[src/rtl/nibble_frame_demux_pkg.sv]
// nibble_frame_demux_pkg: shared widths and slot counts for the nibble frame path.
package nibble_frame_demux_pkg;
    localparam int NUM_SLOTS = 4;
    localparam int IDX_W = 2;
    // Word width shared with the 4x1 selector so both ends agree.
    localparam int NIB_W = 4;
    typedef logic [IDX_W-1:0] slot_idx_t;
endpackage

[src/rtl/nibble_frame_demux_slot_index_counter.sv]
// slot_index_counter: mod-4 slot pointer with increment, resync load-to-1 and async reset.
module slot_index_counter
    import nibble_frame_demux_pkg::*;
(
    input  logic             clk,
    input  logic             rst,
    input  logic             inc,
    input  logic             load1,
    output logic [IDX_W-1:0] idx,
    output logic             last
);
    always_ff @(posedge clk or posedge rst) begin
        if (rst)
            idx <= '0;
        else if (load1)
            idx <= IDX_W'(1);
        else if (inc)
            idx <= idx + 1'b1;
    end

    assign last = idx == IDX_W'(NUM_SLOTS - 1);
endmodule

[src/rtl/nibble_frame_demux.sv]
// nibble_frame_demux: steers a valid/ready nibble stream into four slots and
// publishes them together as one registered frame.
module nibble_frame_demux
    import nibble_frame_demux_pkg::*;
#(
    parameter int W = NIB_W
) (
    input  logic             CLK,
    input  logic             RESET,
    input  logic [W-1:0]     DIN,
    input  logic             DIN_VALID,
    input  logic             DIN_FIRST,
    output logic             DIN_READY,
    output logic [W-1:0]     B0,
    output logic [W-1:0]     B1,
    output logic [W-1:0]     B2,
    output logic [W-1:0]     B3,
    output logic             FRAME_VALID,
    input  logic             FRAME_ACK,
    output logic [IDX_W-1:0] IDX,
    output logic             ERR_SYNC
);
    logic [W-1:0]     shadow [NUM_SLOTS-1];
    logic             last;
    logic             accept;
    logic             resync;
    logic             commit;
    logic [IDX_W-1:0] wr_slot;

    slot_index_counter u_idx (
        .clk  (CLK),
        .rst  (RESET),
        .inc  (accept && !DIN_FIRST),
        .load1(resync),
        .idx  (IDX),
        .last (last)
    );

    // Slot 3 stalls only while a published frame is still unacknowledged.
    always_comb begin
        DIN_READY = !(last && FRAME_VALID && !FRAME_ACK);
        accept    = DIN_VALID && DIN_READY;
        resync    = accept && DIN_FIRST;
        commit    = accept && !DIN_FIRST && last;
        wr_slot   = DIN_FIRST ? '0 : IDX;
    end

    always_ff @(posedge CLK or posedge RESET) begin
        if (RESET) begin
            for (int i = 0; i < NUM_SLOTS - 1; i++)
                shadow[i] <= '0;
            B0          <= '0;
            B1          <= '0;
            B2          <= '0;
            B3          <= '0;
            FRAME_VALID <= 1'b0;
            ERR_SYNC    <= 1'b0;
        end else begin
            for (int i = 0; i < NUM_SLOTS - 1; i++)
                if (accept && !commit && wr_slot == i[IDX_W-1:0])
                    shadow[i] <= DIN;
            if (commit) begin
                B0 <= shadow[0];
                B1 <= shadow[1];
                B2 <= shadow[2];
                B3 <= DIN;
            end
            // A commit on the acknowledge edge keeps the frame flag raised.
            FRAME_VALID <= commit || (FRAME_VALID && !FRAME_ACK);
            if (resync && IDX != '0)
                ERR_SYNC <= 1'b1;
        end
    end
endmodule

[config.mk]
export PLATFORM = sky130hd
export DESIGN_NAME = nibble_frame_demux
export DESIGN_NICKNAME = d
export VERILOG_FILES = /design/src/rtl/nibble_frame_demux_pkg.sv /design/src/rtl/nibble_frame_demux_slot_index_counter.sv /design/src/rtl/nibble_frame_demux.sv
export SDC_FILE = /design/constraint.sdc
export NUM_CORES = 1
export LEC_CHECK = 0
export BUFFER_PORTS_ARGS = -buffer_cell sky130_fd_sc_hd__buf_2
export CAP_MARGIN = 15
export CORE_MARGIN = 2
export CORE_UTILIZATION = 56
export CTS_CLUSTER_SIZE = 40
export DETAILED_ROUTE_END_ITERATION = 10
export MAX_ROUTING_LAYER = met4
export PLACE_DENSITY = 0.82
export SYNTH_ARGS = -nofsm -noshare
export SYNTH_HDL_FRONTEND = slang
export SYNTH_HIERARCHICAL = 1
export SYNTH_SLANG_ARGS = --single-unit
[constraint.sdc]
create_clock -name CLK -period 3.1 [get_ports CLK]
set_clock_uncertainty 0.2 [all_clocks]
set_input_delay 0.31 -clock CLK [delete_from_list [all_inputs] [get_ports CLK]]
set_output_delay 0.31 -clock CLK [all_outputs]
set_load 0.02 [all_outputs]
# After elaboration in Yosys (flattened, before gate mapping)
# Index checks and enable logic that the tools add are counted.
# word_totals
ff_bits	32
input_bits	9
out_inout_bits	21
elab_cells	37
# op_classes
addsub	1
eq_ne	3
n_mux	3
n_reduce_logical	20
# op_table
op	n
logical AND 1 bit	12
two-way mux 2 bit	3
== test 2 bit, second input constant	2
zero test 1 bit	4
nonzero test 2 bit	2
adder 2 x 1 -> 2 bit, second input constant	1
== test 2 x 1 -> 1 bit, second input constant	1
zero test 2 bit	1
logical OR 1 bit	1

# Logic depth before layout (Yosys ltp)
# depth
depth_word	10
ltp_mapped	5
ltp_nobuf	5

# By module
# Netlist, hierarchy kept.
# by_module_without_submodules
module	instances	cells_per_inst	area_per_inst_um2	seq_area_each_um2
nibble_frame_demux	1	76	1237.4	750.7
slot_index_counter	1	8	95.1	50.0

# Worst setup path after synthesis
# OpenSTA, ideal clock, no wires.
# synth_path
path_kind	register -> register
startpoint	reg u_idx.idx[0]
endpoint	reg B1[0]
setup_ns	0.125
arrival_ns	1.638
t_required_ns	2.775
path_slack_ns	1.137
stages_incl_launch_ff	5
path_buffers	1
synth_period_minus_slack_ns	1.963
cell_sequence	dfrtp_1 ha_1 nor3b_4 buf_12 mux2_4
# synth_between
elab_chain_len	7
# synth_lines
item	line_no	rtl
start: declaration	nibble_frame_demux_slot_index_counter.sv:9	output logic [IDX_W-1:0] idx,
start signal: assignment	nibble_frame_demux_slot_index_counter.sv:18	idx <= idx + 1'b1;
== test 2 bit (*)	nibble_frame_demux_slot_index_counter.sv:21	assign last = idx == IDX_W'(NUM_SLOTS - 1);
via last	nibble_frame_demux.sv:24	logic last;
logical AND 1 bit (2 in series)	nibble_frame_demux.sv:41	DIN_READY = !(last && FRAME_VALID && !FRAME_ACK);
zero test 1 bit	nibble_frame_demux.sv:41	
logical AND 1 bit	nibble_frame_demux.sv:42	accept = DIN_VALID && DIN_READY;
logical AND 1 bit	nibble_frame_demux.sv:44	commit = accept && !DIN_FIRST && last;
logical AND 1 bit (*)	nibble_frame_demux.sv:44	
end signal: assignment	nibble_frame_demux.sv:64	B1 <= shadow[1];
end: declaration	nibble_frame_demux.sv:15	output logic [W-1:0] B1,
# The timed path passes the listed nets; every way through them passes the cells marked *.
# A chain may end at the register's enable or synchronous reset.

# Worst setup path in the final report
# layout_path
startpoint	reg u_idx.idx[0]
endpoint	reg B0[0]
# layout_between
elab_chain_len	7
# layout_lines
item	line_no	rtl
== test 2 bit (*)	nibble_frame_demux_slot_index_counter.sv:21	
via last	nibble_frame_demux.sv:24	
logical AND 1 bit (2 in series)	nibble_frame_demux.sv:41	
zero test 1 bit	nibble_frame_demux.sv:41	
logical AND 1 bit	nibble_frame_demux.sv:42	
logical AND 1 bit	nibble_frame_demux.sv:44	
logical AND 1 bit (*)	nibble_frame_demux.sv:44	
end signal: assignment	nibble_frame_demux.sv:63	B0 <= shadow[0];
end: declaration	nibble_frame_demux.sv:14	output logic [W-1:0] B0,
# Marks and branches as above.

==> summary.txt <==
STA
  • Final slew viol count: 0
  • Final setup viols: 0
  • Period utilisation layout: 71.5%
  • Min cycle time layout: 2.22 ns
  • Setup TNS: 0 ns
  • Slew margin rel.: 59.8%
  • Unrepaired setup endpoints after global routing: false
  • Worst hold slack: 0.0597 ns
  • Final Hold Viols: 0
  • Slack of the critical path: 0.884 ns
  • Worst Tran Pin Value: 0.602 ns
  • Max frequency: 0.451 GHz

Critical path
  • Crit Path Category: reg -> reg
  • Arrival @ worst endpoint: 2.23 ns
  • Worst EP required: 3.11 ns
  • CP Max Fanout: 11
  • Crit path launch type: flip-flop
  • Worst setup EP type: flip-flop

GRT
  • Met3 usage: 8.57%
  • Busiest layer in global routing: met2
  • Total global-route track usage: 19.7%
  • Global Route met1 Usage: 22.9%
  • GRT Residual Overflow: 0
  • Number of global-route vias before repair: 799
  • Met2 Track Usage GR: 30.0%
  • Largest net degree at the start of global routing: 31
  • Global-route wire length before repair: 3.60 mm
  • Antenna violations before repair: 0

Worst hold path
  • Hold WC Path Type: in -> reg

Clock network
  • Clock buffer depth: 2
  • CTS tree: yes
  • H-tree depth: 2
  • Clk slew on worst S/H paths: 0.09 ns
  • Post-CTS sizing: 0
  • Clk_lat worst skew: 0.32 ns
  • Clock Sinks: 32
  • Root Buffer: clkbuf_4
  • Total CTS buffers: 5
  • Post-CTS setup repair buffer count: 0

Cells and area
  • Share of layout cells above drive strength 1: 56.6%
  • Most common cell after layout, fill and taps aside: dfrtp_1
  • Final Util: 70.9%
  • N_diodes: 0
  • Most frequent cells in the layout: dfrtp_1 (32), buf_2 (29), mux2_2 (19)
  • Final nets: 132
  • Layout area overhead: 18.9%

Power and ir drop
  • Pwr/cell area: 893 nW/µm²
  • Worst vdd ir: 0.655 mV
  • Leakage: 0.790 nW

Logic synthesis
  • Area leader, netlist: dfrtp_1
  • Register area share after synthesis: 60.1%
  • Synth Cell Area: 1330 µm²
  • Share of the synthesized area in the top cell type: 60.1%
  • Top post-synthesis cells by area: dfrtp_1 (60%), mux2_2 (16%), mux2_4 (10%), buf_12 (1.5%), nor3b_4 (1.4%)
  • Syn Inst Count: 84
  • Syn avg cell area: 15.9 µm²
  • Synth cell types: 21
  • FF+latch count, synth: 32
  • Synth warn: 6
  • Syn Nets: 94

Drt
  • Total iterations of the first detailed-routing run: 4
  • Vias: 778
  • Final wirelength: 2.17 mm
  • Drt initial violations: 8
  • Drc violations: 0
  • Routed length per instance: 14.5 µm
  • Vias/cell: 5.19
  • Post-route ant nets: 0

Floorplanning
  • Die Area: 2790 µm²
  • IO Pins: 30
  • Cell Rows: 17
  • Initial core utilization: 59.7%
  • Core ar.: 2230 µm²
  • Die Y: 52.8 µm
  • Die W: 52.8 µm

Job
  • Max-cap violations: 0

Placement
  • IO Port Bufs: 29
  • Pre-CTS setup slack: 0.889 ns
  • DP HPWL: 1.61 mm
  • Routability cong.: 0.651

Outcome
  • Status: complete, no violations
==> metal layers <==
layer	part of all wire (%)	vias up
met1	45	379
met5	0	-
met3	5.8	4
met4	1.2	0
li1	-	371
met2	48	24
==> final timing paths <==
kind                               from            to  slack [ns]  cells past startpoint
setup / recovery           u_idx/idx[0]         B0[0]        0.88                      4
setup reg to reg           u_idx/idx[0]         B0[0]        0.88                      4
max in group asynchronous         RESET         B3[0]        2.01                      4
min in group asynchronous         RESET  u_idx/idx[1]        0.18                      3
hold / removal                   DIN[2]     shadow[2]        0.06                      2
hold reg to reg                ERR_SYNC      ERR_SYNC        0.28                      1
==> flip-flops by register name (all words and copies together), names as in the netlist <==
register and flops:
B1 4, B0 4, FRAME_VALID 1, shadow 12
u_idx/idx 2, B2 4, ERR_SYNC 1, B3 4
==> synth_stat cells (all sizes together) <==
| cell | number |
|---|---|
| nand3 | 1 |
| nor3b | 1 |
| or2 | 1 |
| nand2b | 2 |
| a21oi | 1 |
| nor2b | 1 |
| mux2 | 28 |
| nor2 | 3 |
| o21ai | 1 |
| o21bai | 1 |
| dfrtp | 32 |
| mux2i | 1 |
| xnor2 | 1 |
| o211a | 1 |
| nand2 | 1 |
| inv | 4 |
| ha | 1 |
| nand3b | 2 |
| buf | 1 |
==> layout make-up <==
cell class,instances,area (µm²)
clock inverter,1,5.00
tap,28,35.0
timing repair buffer,32,190
sequential,32,801
clock buffer,6,41.3
multi-input combinational,47,497
inverter,4,15.0
fill,157,649
==> through the flow <==
step / total power, mW / instances / instance area, µm²
6_report: 1.41 / 150 / 1580
3_3_place_gp: 1.19 / 141 / 1500
5_1_grt: 1.50 / 150 / 1580
2_1_floorplan: 1.05 / 84 / 1330
4_1_cts: 1.43 / 149 / 1560
3_5_place_dp: 1.21 / 141 / 1500
==> worst max-delay path: stages, from the launching register on <==
cell     delay [ns]
dfrtp_1        0.44
ha_1           0.26
nor3b_4        0.56
buf_4          0.29
mux2_2         0.34
==> where the power goes <==
part           internal (mW)  switching [mW]  total, mW
Combinational          0.264           0.261      0.525
Sequential             0.586          0.0941      0.680
Clock                 0.0833           0.126      0.209
==> cells by family (layout without fill, tap and decap cells) <==
kind of cell,count (synthesis),in the layout,synth area share [%]
AOI/OAI and AO/OA,4,4,2.07
muxes,29,29,26.9
DFF,32,32,60.1
buffers and inverters,5,43,2.63
adders and majority gates,1,1,0.939
xor gates and xnor gates,1,1,0.657
and+or+nand+nor,12,12,6.67
==> what timing repair did <==
action,CTS,global route
hold buffers,1,0
hold endpoints to repair,2,0
setup endpoints to repair,0,0
(Power assumes the default switching activity.)
